### config.mk
export PLATFORM = sky130hd
export DESIGN_NAME = uart_tx_fifo_flat
export DESIGN_NICKNAME = d
export VERILOG_FILES = /design/src/rtl/uart_tx_fifo_if.sv /design/src/rtl/uart_tx_fifo.sv /design/src/flat_wrapper.sv
export SDC_FILE = /design/constraint.sdc
export NUM_CORES = 1
export LEC_CHECK = 0
export ABC_AREA = 1
export CAP_MARGIN = 0
export CORE_ASPECT_RATIO = 0.9
export CORE_MARGIN = 2
export CORE_UTILIZATION = 35
export DETAILED_ROUTE_END_ITERATION = 12
export GPL_TIMING_DRIVEN = 0
export PLACE_DENSITY = 0.59
export REMOVE_ABC_BUFFERS = 1
export SLEW_MARGIN = 20
export SYNTH_ARGS = -nofsm -noshare
export SYNTH_HDL_FRONTEND = slang
export SYNTH_SLANG_ARGS = --single-unit
export TNS_END_PERCENT = 20
### constraint.sdc
create_clock -name fpga_clk -period 3 [get_ports fpga_clk]
set_clock_uncertainty 0.05 [all_clocks]
set_input_delay 0.6 -clock fpga_clk [delete_from_list [all_inputs] [get_ports fpga_clk]]
set_output_delay 0.6 -clock fpga_clk [all_outputs]
set_load 0.05 [all_outputs]
### src/rtl/uart_tx_fifo_if.sv
// Producer-side handshake and line outputs of the UART transmitter.
interface uart_tx_fifo_if #(
  parameter int DATA_BITS  = 8,
  parameter int FIFO_DEPTH = 4
);
  logic                               tx_en;
  logic                               tx_ready;
  logic [DATA_BITS-1:0]               din;
  logic                               sout;
  logic                               busy_tx;
  logic [$clog2(FIFO_DEPTH+1)-1:0]    fifo_count;

  modport master (
    output tx_en, din,
    input  tx_ready, sout, busy_tx, fifo_count
  );

  modport slave (
    input  tx_en, din,
    output tx_ready, sout, busy_tx, fifo_count
  );
endinterface

### src/rtl/uart_tx_fifo.sv
// UART transmitter with a transmit FIFO; frames go out back-to-back while
// the FIFO holds data.
//
// state    | meaning
// ---------+---------------------------------------------
// S_IDLE   | line high, waiting for a queued word
// S_START  | start bit (low) for one bit period
// S_DATA   | DATA_BITS data bits, LSB first
// S_PARITY | parity bit (only when PARITY != 0)
// S_STOP   | STOP_BITS stop bits (high)
module uart_tx_fifo #(
  parameter int DATA_BITS    = 8,
  parameter int PARITY       = 0,
  parameter int STOP_BITS    = 1,
  parameter int CLKS_PER_BIT = 16,
  parameter int FIFO_DEPTH   = 4
) (
  input  logic           fpga_clk,
  input  logic           rst,
  uart_tx_fifo_if.slave  bus
);

  localparam int AW   = $clog2(FIFO_DEPTH);
  localparam int CNTW = $clog2(FIFO_DEPTH + 1);
  localparam int CW   = $clog2(CLKS_PER_BIT);
  localparam int BW   = $clog2(DATA_BITS);

  localparam logic [CW-1:0]   LAST_CYC  = CW'(CLKS_PER_BIT - 1);
  localparam logic [BW-1:0]   LAST_DATA = BW'(DATA_BITS - 1);
  localparam logic [BW-1:0]   LAST_STOP = BW'(STOP_BITS - 1);
  localparam logic [CNTW-1:0] FULL_CNT  = CNTW'(FIFO_DEPTH);
  localparam logic            ODD_PAR   = (PARITY == 1);

  typedef enum logic [2:0] {
    S_IDLE,
    S_START,
    S_DATA,
    S_PARITY,
    S_STOP
  } state_t;

  state_t               state_q, state_d;
  logic [CW-1:0]        cyc_q;
  logic [BW-1:0]        bit_q;
  logic [DATA_BITS-1:0] shreg_q;
  logic                 par_q;
  logic                 sout_q, sout_d;
  logic                 pop, push;
  logic                 bit_done, fifo_nonempty;

  logic [DATA_BITS-1:0] mem [FIFO_DEPTH];
  logic [AW-1:0]        wr_ptr, rd_ptr;
  logic [CNTW-1:0]      count_q;

  assign bus.tx_ready   = (count_q != FULL_CNT);
  assign bus.fifo_count = count_q;
  assign bus.sout       = sout_q;
  assign bus.busy_tx    = (state_q != S_IDLE) || fifo_nonempty;

  assign push          = bus.tx_en && bus.tx_ready;
  assign fifo_nonempty = (count_q != '0);
  assign bit_done      = (cyc_q == LAST_CYC);

  // Next state, registered line value and FIFO pop decision.
  always_comb begin
    state_d = state_q;
    sout_d  = sout_q;
    pop     = 1'b0;
    case (state_q)
      S_IDLE: begin
        sout_d = 1'b1;
        if (fifo_nonempty) begin
          pop     = 1'b1;
          state_d = S_START;
          sout_d  = 1'b0;
        end
      end
      S_START: begin
        if (bit_done) begin
          state_d = S_DATA;
          sout_d  = shreg_q[0];
        end
      end
      S_DATA: begin
        if (bit_done) begin
          if (bit_q == LAST_DATA) begin
            if (PARITY != 0) begin
              state_d = S_PARITY;
              sout_d  = par_q;
            end else begin
              state_d = S_STOP;
              sout_d  = 1'b1;
            end
          end else begin
            // shreg shifts on this edge, so bit 1 becomes the next LSB
            sout_d = shreg_q[1];
          end
        end
      end
      S_PARITY: begin
        if (bit_done) begin
          state_d = S_STOP;
          sout_d  = 1'b1;
        end
      end
      S_STOP: begin
        if (bit_done && (bit_q == LAST_STOP)) begin
          if (fifo_nonempty) begin
            pop     = 1'b1;
            state_d = S_START;
            sout_d  = 1'b0;
          end else begin
            state_d = S_IDLE;
            sout_d  = 1'b1;
          end
        end
      end
      default: begin
        state_d = S_IDLE;
        sout_d  = 1'b1;
      end
    endcase
  end

  // FSM state and registered serial output.
  always_ff @(posedge fpga_clk) begin
    if (rst) begin
      state_q <= S_IDLE;
      sout_q  <= 1'b1;
    end else begin
      state_q <= state_d;
      sout_q  <= sout_d;
    end
  end

  // Bit timing counters, shift register and parity capture.
  always_ff @(posedge fpga_clk) begin
    if (rst) begin
      cyc_q   <= '0;
      bit_q   <= '0;
      shreg_q <= '0;
      par_q   <= 1'b0;
    end else begin
      if ((state_q == S_IDLE) || bit_done) cyc_q <= '0;
      else                                 cyc_q <= cyc_q + 1'b1;

      if (state_d != state_q) bit_q <= '0;
      else if (bit_done)      bit_q <= bit_q + 1'b1;

      if (pop) begin
        shreg_q <= mem[rd_ptr];
        par_q   <= (^mem[rd_ptr]) ^ ODD_PAR;
      end else if ((state_q == S_DATA) && bit_done) begin
        shreg_q <= shreg_q >> 1;
      end
    end
  end

  // FIFO pointers and occupancy; a push while full never reaches here.
  always_ff @(posedge fpga_clk) begin
    if (rst) begin
      wr_ptr  <= '0;
      rd_ptr  <= '0;
      count_q <= '0;
    end else begin
      if (push) wr_ptr <= wr_ptr + 1'b1;
      if (pop)  rd_ptr <= rd_ptr + 1'b1;
      case ({push, pop})
        2'b10:   count_q <= count_q + 1'b1;
        2'b01:   count_q <= count_q - 1'b1;
        default: count_q <= count_q;
      endcase
    end
  end

  // FIFO storage; contents need no reset since the pointers are cleared.
  always_ff @(posedge fpga_clk) begin
    if (!rst && push) mem[wr_ptr] <= bus.din;
  end

endmodule
### src/flat_wrapper.sv
// flat-port wrapper written by rule: the top's interface ports become plain ports
module uart_tx_fifo_flat 
#(
  parameter int DATA_BITS    = 8,
  parameter int PARITY       = 0,
  parameter int STOP_BITS    = 1,
  parameter int CLKS_PER_BIT = 16,
  parameter int FIFO_DEPTH   = 4
)
  (fpga_clk, rst, bus_tx_en, bus_din, bus_tx_ready, bus_sout, bus_busy_tx, bus_fifo_count);
  uart_tx_fifo_if #(.DATA_BITS(DATA_BITS), .FIFO_DEPTH(FIFO_DEPTH)) bus_i ();
  input  logic fpga_clk;
  input  logic rst;
  input wire logic [$bits(bus_i.tx_en)-1:0] bus_tx_en;
  input wire logic [$bits(bus_i.din)-1:0] bus_din;
  output wire logic [$bits(bus_i.tx_ready)-1:0] bus_tx_ready;
  output wire logic [$bits(bus_i.sout)-1:0] bus_sout;
  output wire logic [$bits(bus_i.busy_tx)-1:0] bus_busy_tx;
  output wire logic [$bits(bus_i.fifo_count)-1:0] bus_fifo_count;
  assign bus_i.tx_en = bus_tx_en;
  assign bus_i.din = bus_din;
  assign bus_tx_ready = bus_i.tx_ready;
  assign bus_sout = bus_i.sout;
  assign bus_busy_tx = bus_i.busy_tx;
  assign bus_fifo_count = bus_i.fifo_count;
  uart_tx_fifo #(.DATA_BITS(DATA_BITS), .PARITY(PARITY), .STOP_BITS(STOP_BITS), .CLKS_PER_BIT(CLKS_PER_BIT), .FIFO_DEPTH(FIFO_DEPTH)) u_core (.fpga_clk(fpga_clk), .rst(rst), .bus(bus_i));
endmodule
### After elaboration in Yosys (flattened, before gate mapping)

Memories as Yosys holds them, arrays and structs flattened. A register that Yosys moved wholly into a read port is not among the register bits.
Index checks and enable logic that the tools add are counted.

* flip-flop bits (word level): 26
* latch bits: 0
* memory bits (writable): 32
* memory bits (read-only): 0
* bits of input ports: 11
* output and inout port bits: 6
* word-level logic and storage cells: 70
* memories kept: 1

* add/subtract/negate cells: 6
* multipliers: 0
* div/mod/pow operators: 0
* magnitude comparators: 0
* equal/unequal tests: 14
* shifts and indexed selects: 0
* multiplexer cells: 25
* bitwise operators: 0
* reduce and logical (&&, ||, !) cells: 16

Memories
* u_core.mem: words 4, width 8, read ports 1, clocked after memory_dff 1, write ports 1, line uart_tx_fifo.sv:51 `logic [DATA_BITS-1:0] mem [FIFO_DEPTH];`

Operators with widths (number)
* $mux 3: 6
* $mux 8: 2
* $pmux 3 s5: 1
* $mux 1: 11
* $ne 2x1->1 const B: 4
* $add 3x1->3 const B: 2
* $eq 3x2->1 const B: 2
* $eq 3x3->1 const B: 2
* $logic_not 3->1: 2
* $pmux 3 s2: 1
* $reduce_bool 3->1: 2
* $pmux 1 s5: 1
* $add 2x1->2 const B: 2
* $add 4x1->4 const B: 1
* $eq 4x4->1 const B: 1
* $logic_and 1x1->1: 4
* $mux 2: 2
* $reduce_and 4->1: 1
* $reduce_bool 2->1: 2
* $reduce_or 2->1: 2
* $eq 3x1->1 const B: 1
* $ne 3x3->1: 1
* $ne 3x3->1 const B: 1
* $sub 3x1->3 const B: 1
* other kinds (5): 6

### Logic depth before layout (Yosys ltp)

Gate-level depths: netlist of the first run.

* depth after elaboration: 6
* depth in mapped cells: 14

### Worst setup path after synthesis of the first run

No wires, ideal clock.

* path kind: register to register
* start: reg u_core.count_q[2], in the netlist u_core.bus.fifo_count[2]
* end: reg u_core.count_q[2], in the netlist u_core.bus.fifo_count[2]
* arrival time: 2.323 ns
* required time: 2.828 ns
* path slack: 0.505 ns
* stages on the path, launching flop included: 10
* path buffers: 0
* period minus slack after synthesis: 2.495 ns
* cells stage by stage: dfxtp_1 -> nand2_1 -> nand2_1 -> ha_1 -> inv_1 -> fa_1 -> a21oi_1 -> o21ai_0 -> o21ai_0 -> a21oi_1

* elaborated cells on any way between the ends: 12
* those cells by class: add/sub: 2; eq/ne: 3; mux: 4; reduce/logical: 3

RTL lines
* start, declared: line uart_tx_fifo.sv:53 `logic [CNTW-1:0] count_q;`
* start signal, assigned: line uart_tx_fifo.sv:169 `2'b10: count_q <= count_q + 1'b1;`
* start signal, assigned: line uart_tx_fifo.sv:170 `2'b01: count_q <= count_q - 1'b1;`
* start signal, assigned: line uart_tx_fifo.sv:171 `default: count_q <= count_q;`
* $ne 3x3->1 *: line uart_tx_fifo.sv:55 `assign bus.tx_ready = (count_q != FULL_CNT);`
* via bus_tx_ready: line flat_wrapper.sv:16 `output wire logic [$bits(bus_i.tx_ready)-1:0] bus_tx_ready;`
* $logic_and 1x1->1 *: line uart_tx_fifo.sv:60 `assign push = bus.tx_en && bus.tx_ready;`
* $eq 2x1->1 / $eq 2x2->1 (equally long branches): line uart_tx_fifo.sv:168 `case ({push, pop})`
* $pmux 3 s2 / $reduce_bool 2->1 (equally long branches)

The timed path passes the listed nets; every way through them passes the cells marked *.
A chain may end at the register's enable or synchronous reset.

### Final worst setup path of the first run

* start: in rst
* end: mem u_core.mem[3][3], enable pin

* longest elaborated chain between the ends: 4

Ends and longest elaborated chain
* start, declared: line flat_wrapper.sv:13 `input logic rst;`
* $logic_not 1->1: line uart_tx_fifo.sv:178 `if (!rst && push) mem[wr_ptr] <= bus.din;`
* $logic_and 1x1->1: line uart_tx_fifo.sv:178
* $mux 1: line uart_tx_fifo.sv:178
* $mux 1 (not written as such): line uart_tx_fifo.sv:178
* end, declared: line uart_tx_fifo.sv:51

No other way between the ends.

==> results.json, run 1 <==
{
  "outcome": "complete, no violations",
  "grt_pass1_wl_um": 8300,
  "min_to": "u_core.cyc_q[0]",
  "routedWlPerCell_um": 11.6,
  "insertion_delay_ns": 0.33,
  "postRouteAntennaNets": 0,
  "drv_cap": 0,
  "fin_setup_tns_ns": 0,
  "tritoncts": "yes",
  "start_kind": "input port",
  "final_max_slew_viol_count": 0,
  "crit_slowest_cell": "nor2_1",
  "io_buffers": 16,
  "finalCritPeriodShare": 0.846,
  "antenna_found_initial": 0,
  "clk_pin_slew_worst_paths_ns": 0.06,
  "ys.flop_type": "edfxtp_1",
  "fp-row-count": 30,
  "num_vias": 1912,
  "synth_top_area_frac": 0.358,
  "dieArea_mm2": 0.00838,
  "hold_violations": 0,
  "synth_warnings": 0,
  "hold_buffers": 0,
  "h-tree-depth": 3,
  "cts_sinks": 60,
  "power_density_mw_per_mm2": 859,
  "min_from": "u_core.cyc_q[0]",
  "synth-edff-count": 32,
  "area_growth_pct": 15.6,
  "ctsResizeCount": 0,
  "grt_max_degree": 18,
  "ys_async_sr_fraction": 0,
  "die_y_um": 87.1,
  "required_ns": 2.91,
  "syn_inst": 295,
  "ios": 17,
  "crit_family": "buffers and inverters",
  "diodes": 0,
  "crit_chain": "clkdlybuf4s50_1, inv_1, nand3_1, nor2_1",
  "slew_headroom": 0.446,
  "drc": 0,
  "cts_setup_buffers": 0,
  "grt_usage": 0.132,
  "vias_per_cell": 4.61,
  "drt_first_pass_iters": 4,
  "hold_path_depth": 1,
  "r2r_slack_ns": 0.50,
  "initial_core_util": 0.359,
  "ir_worst_vdd_mv": 0.563,
  "worst_pin_slew_ns": 0.828,
  "clockRootBuffer": "clkbuf_8",
  "coreArea_mm2": 0.00747,
  "numCtsBuffers": 9,
  "yosys.area.top_type": "edfxtp_1",
  "ys_ff_latch": 60,
  "die_x_um": 96.3,
  "hp-class": "reg -> reg",
  "cp_num_buf_inv": 2,
  "synth_common_cells": "46 x nand2_1, 46 x nor2_1, 41 x inv_1",
  "rr_worst_depth": 12,
  "ys_types": 29,
  "globalRouteOverflowTotal": 0,
  "multi_input_area_um2": 953,
  "syn_area_mm2": 0.00268,
  "drive_above_1_share": 0.0721,
  "p_leak_nw": 1.22,
  "nNetsFinal": 335,
  "first_global_vias": 1849,
  "avgSynthCellArea_um2": 9.09,
  "fin_hold_ws_ns": 0.395,
  "critPathMaxStageDelay_ns": 0.67,
  "synth_seq_area_share": 0.567,
  "crit_fanout": 15,
  "place_hpwl_um": 3360,
  "seq_area_mm2": 0.00152,
  "n_fill_cell": 708,
  "wirelength_um": 4810,
  "place.gp.congestion": 0.791,
  "r2r-end": "u_core.bus.fifo_count[2]",
  "max_freq_mhz": 394,
  "worstPathArrival_ns": 2.45,
  "drtIter0Drc": 169,
  "cts_buffer_depth": 2,
  "yosys-top-cells-area": "edfxtp_1 36%, dfxtp_1 21%, nand2_1 6.4%",
  "setup_violations": 0,
  "crit_type": "in -> reg",
  "cp-end-kind": "register",
  "r2r-start": "u_core.cyc_q[0]",
  "rsz0062_at_grt": "no",
  "period_needed_ns": 2.54
}
routing by layer:
metal,vias up,track usage,routed length [um]
met3,7,0.0320,188
met4,0,0.0740,93
met2,40,0.205,2220
met5,-,0,0
met1,863,0.168,2300
li1,1002,-,-
power breakdown:
part           total, mW  internal [mW]  switching, mW
registers           1.10          0.993          0.103
clock network      0.678          0.379          0.298
logic              0.889          0.298          0.591
worst max path at each step:
stage                                         from                       end  slack (ns)  cells past startpoint
after detailed placement                       rst          u_core.mem[0][0]        0.07                      4
after CTS                                      rst          u_core.mem[0][2]        0.43                      4
after global placement                         rst          u_core.mem[0][1]        0.02                      4
after floorplan           u_core.bus.fifo_count[2]  u_core.bus.fifo_count[2]        0.50                      9
after global routing                           rst          u_core.mem[3][3]        0.22                      4
final                                          rst          u_core.mem[3][3]        0.46                      4
layout by cell type (no fill, tap or decap):
cell type        count
inv_2                2
clkdlybuf4s50_1     16
o21ai_4              1
a31oi_1              2
nand3_1             19
o22ai_1              4
a21oi_1             13
nand2_2              1
dfxtp_1             28
inv_1               41
edfxtp_1            32
nor3b_1              1
o211ai_1             1
nand2_1             46
nand2_4              1
ha_1                 9
fa_1                 1
nor3_1               2
o21bai_1             1
o31ai_1              1
bufinv_16            1
clkbuf_8             9
a21oi_2              2
o21ai_0             29
nor2_2               1
xor2_1               2
clkinvlp_4           1
clkbuf_1             2
clkinv_2             3
nand3_4              1
nor2_1              46
registers in the layout (all words and copies together) (netlist names), named ones only:
name	count
u_core.state_q	3
u_core.bus.fifo_count	3
u_core.shreg_q	8
u_core.mem	32
u_core.wr_ptr	2
u_core.bit_q	3
u_core.bus.sout	1
u_core.cyc_q	4
u_core.rd_ptr	2
area by class of cell:
cell class | instances | share of cell area
Inverter | 43 | 0.0521
Tap cell | 96 | 0.0387
Multi-Input combinational cell | 184 | 0.308
Timing Repair Buffer | 16 | 0.0517
Clock inverter | 5 | 0.0169
Sequential cell | 60 | 0.491
Clock buffer | 11 | 0.0424
cells by family after synthesis:
group | count (synthesis) | synth area share
adder cells (fa/ha/maj) | 10 | 0.0494
flip-flops | 60 | 0.567
AO/OA/AOI/OAI | 54 | 0.113
buffers and inverters | 51 | 0.0774
AND/OR/NAND/NOR | 118 | 0.186
XOR/XNOR | 2 | 0.00653
stage by stage:
| step | power, mW | instances | instance area (um^2) | setup slack [ns] | util |
|---|---|---|---|---|---|
| finish | 2.66 | 415 | 3100 | 0.461 | 0.415 |
| CTS | 2.70 | 415 | 3100 | 0.427 | 0.415 |
| floorplan | 1.75 | 287 | 2640 | 0.505 | - |
| global placement | 2.00 | 399 | 2920 | 0.0153 | 0.390 |
| detailed placement | 2.01 | 399 | 2920 | 0.0687 | 0.390 |
| global route | 2.88 | 415 | 3100 | 0.221 | 0.415 |
Power figures use the tool's default switching activity.
==> inputs of run 2 (changes only) <==
- PLACE_DENSITY: 0.59 -> 0.61
- clock period: 3 -> 2.1 ns (I/O delays scaled with it)
==> run 2 against run 1 <==
- the run now ends with negative setup slack left
- largest cell class unchanged
- total power rose by 49%
- hold slack got worse by 0.0033 ns
- cell area rose by 5.0%
- critical endpoint is now u_core.bus.fifo_count[2]
- combinational power rose by 53%
- critical path depth rose by 8
- clock power rose by 53%
- first-iteration DRC count fell by 1.2%
- wire length rose by 5.6%
- cell count rose by 1.4%
- die area did not move
- highest routed layer unchanged
==> results.json, run 2 (synthesis gave the netlist of run 1 again) <==
{
  "place_hpwl_um": 3400,
  "path_common_cell": "o21ai_1",
  "worstPathArrival_ns": 2.30,
  "final_common_cell": "nand2_1",
  "fp-row-count": 30,
  "num_vias": 1990,
  "vias_per_cell": 4.73,
  "start_kind": "register",
  "clockRootBuffer": "clkbuf_8",
  "ios": 17,
  "crit_fanout": 12,
  "drc": 0,
  "globalRouteOverflowTotal": 0,
  "finalCritPeriodShare": 1.01,
  "final_max_slew_viol_count": 0,
  "coreArea_mm2": 0.00747,
  "largest_reg_flops": 32,
  "insertion_delay_ns": 0.34,
  "mostFrequentLayoutCells": "45 x nand2_1, 42 x nor2_1, 40 x inv_1, 32 x edfxtp_1, 27 x o21ai_0",
  "fin_total_pwr_mw": 3.97,
  "rsz0062_at_grt": "yes",
  "drv_cap": 0,
  "grt_max_degree": 18,
  "drive_above_1_share": 0.138,
  "final_area_mm2": 0.00326,
  "area_growth_pct": 21.4,
  "place.gp.congestion": 0.828,
  "diodes": 0,
  "die_x_um": 96.3,
  "crit_type": "reg -> reg",
  "nNetsFinal": 341,
  "placed_area_mm2": 0.00292,
  "worst_pin_slew_ns": 0.612,
  "h-tree-depth": 3,
  "drtIter0Drc": 167,
  "hold_buffers": 0,
  "drt_first_pass_iters": 4,
  "ir_worst_vdd_mv": 0.780,
  "dieArea_mm2": 0.00838,
  "p_leak_nw": 1.28,
  "crit_slowest_cell": "fa_2",
  "first_global_vias": 1759,
  "outcome": "finished with violations",
  "required_ns": 2.27,
  "violations": "negative setup slack",
  "cts_sinks": 60,
  "max_freq_mhz": 470,
  "top_regs": "u_core.mem: 32 flops, u_core.shreg_q: 8 flops, u_core.cyc_q: 4 flops",
  "antenna_found_initial": 0,
  "clk_pin_slew_worst_paths_ns": 0.06,
  "initial_core_util": 0.359,
  "routedWlPerCell_um": 12.1,
  "setup_violations": 1,
  "grt_pass1_wl_um": 8220,
  "wirelength_um": 5080,
  "crit_chain": "ha_4, nand3_4, o21ai_4, nand2_4, inv_8, ha_1, inv_1, fa_2, a21oi_2, o21ai_1, o21ai_1, a21oi_1",
  "die_y_um": 87.1,
  "pre_cts_ws_ns": -0.720,
  "hold_violations": 0,
  "post-place-cells": 399,
  "cp-end-kind": "register",
  "power_density_mw_per_mm2": 1220,
  "slew_headroom": 0.592,
  "period_needed_ns": 2.13,
  "r2r_slack_ns": -0.03,
  "regMostFlops": "u_core.mem",
  "critPathMaxStageDelay_ns": 0.36,
  "setup_ws_ns": -0.0266,
  "io_buffers": 16,
  "hp-class": "reg -> reg",
  "final_cells": 421,
  "grt_usage": 0.132,
  "tritoncts": "yes",
  "postRouteAntennaNets": 0,
  "fin_setup_tns_ns": -0.0266,
  "cts_buffer_depth": 2,
  "numCtsBuffers": 9
}
run 2: cell types whose count changed in the layout (fill, tap and decap cells not counted), moves of 2 or more:
cell,change
dfxtp_2,+3
buf_4,+4
dfxtp_1,-3
o21ai_0,-2
nor2_4,+4
nor2_1,-4
clkbuf_8,+2
buf_12,+2
o21ai_1,+2
clkdlybuf4s50_1,-3
clkbuf_1,-2
run 2: cell type report:
cell class	instances	area (um^2)
inverters	43	173
clock inverters	5	50.0
well taps	96	120
fillers	696	4210
clock buffers	11	151
flip-flops and latches	60	1530
multi-input cells	184	1010
repair buffers	22	226
run 2: repair_timing:
action                     in CTS  in global routing
setup buffers                   4                  2
gates resized for setup        18                 10
pin swaps                       4                  3
setup endpoints to repair      36                 35
run 2: worst paths after layout:
| path | depth (start not counted) | endpoint | start |
|---|---|---|---|
| min reg2reg | 1 | u_core.cyc_q[0] | u_core.cyc_q[0] |
| max | 12 | u_core.bus.fifo_count[2] | u_core.cyc_q[0] |
| min | 1 | u_core.cyc_q[0] | u_core.cyc_q[0] |
| max reg2reg | 12 | u_core.bus.fifo_count[2] | u_core.cyc_q[0] |
run 2: power breakdown:
group | internal (mW) | switching (mW)
logic | 0.454 | 0.901
registers | 1.42 | 0.159
clock network | 0.603 | 0.434
run 2: worst max-delay path: cells and delay by family (launching register included):
kind / cells / cell delay (ns)
adders and majority gates: 3 / 0.65
AOI/OAI and AO/OA: 5 / 0.57
and+or+nand+nor: 2 / 0.21
DFF: 1 / 0.35
buffers and inverters: 2 / 0.17
run 2: metrics by stage:
| stage | utilization | hold slack (ns) |
|---|---|---|
| 2_1_floorplan | - | 0.368 |
| 6_report | 0.436 | 0.392 |
| 5_1_grt | 0.436 | 0.421 |
| 3_5_place_dp | 0.390 | 0.395 |
| 3_3_place_gp | 0.390 | 0.382 |
| 4_1_cts | 0.430 | 0.395 |
run 2: per-layer routing:
layer,global-route usage,vias to the layer above,part of all wire
li1,-,1018,-
met1,0.169,911,0.47
met2,0.201,48,0.46
met3,0.0459,13,0.047
met4,0.0584,0,0.023
met5,0,-,0
==> inputs of run 3 (changes only) <==
- CTS_BUF_LIST: unset -> sky130_fd_sc_hd__clkbuf_8
- SLEW_MARGIN: 20 -> 10
==> results of run 3 <==
Same layout as run 2: the final DEF is identical, and so are final timing and power.
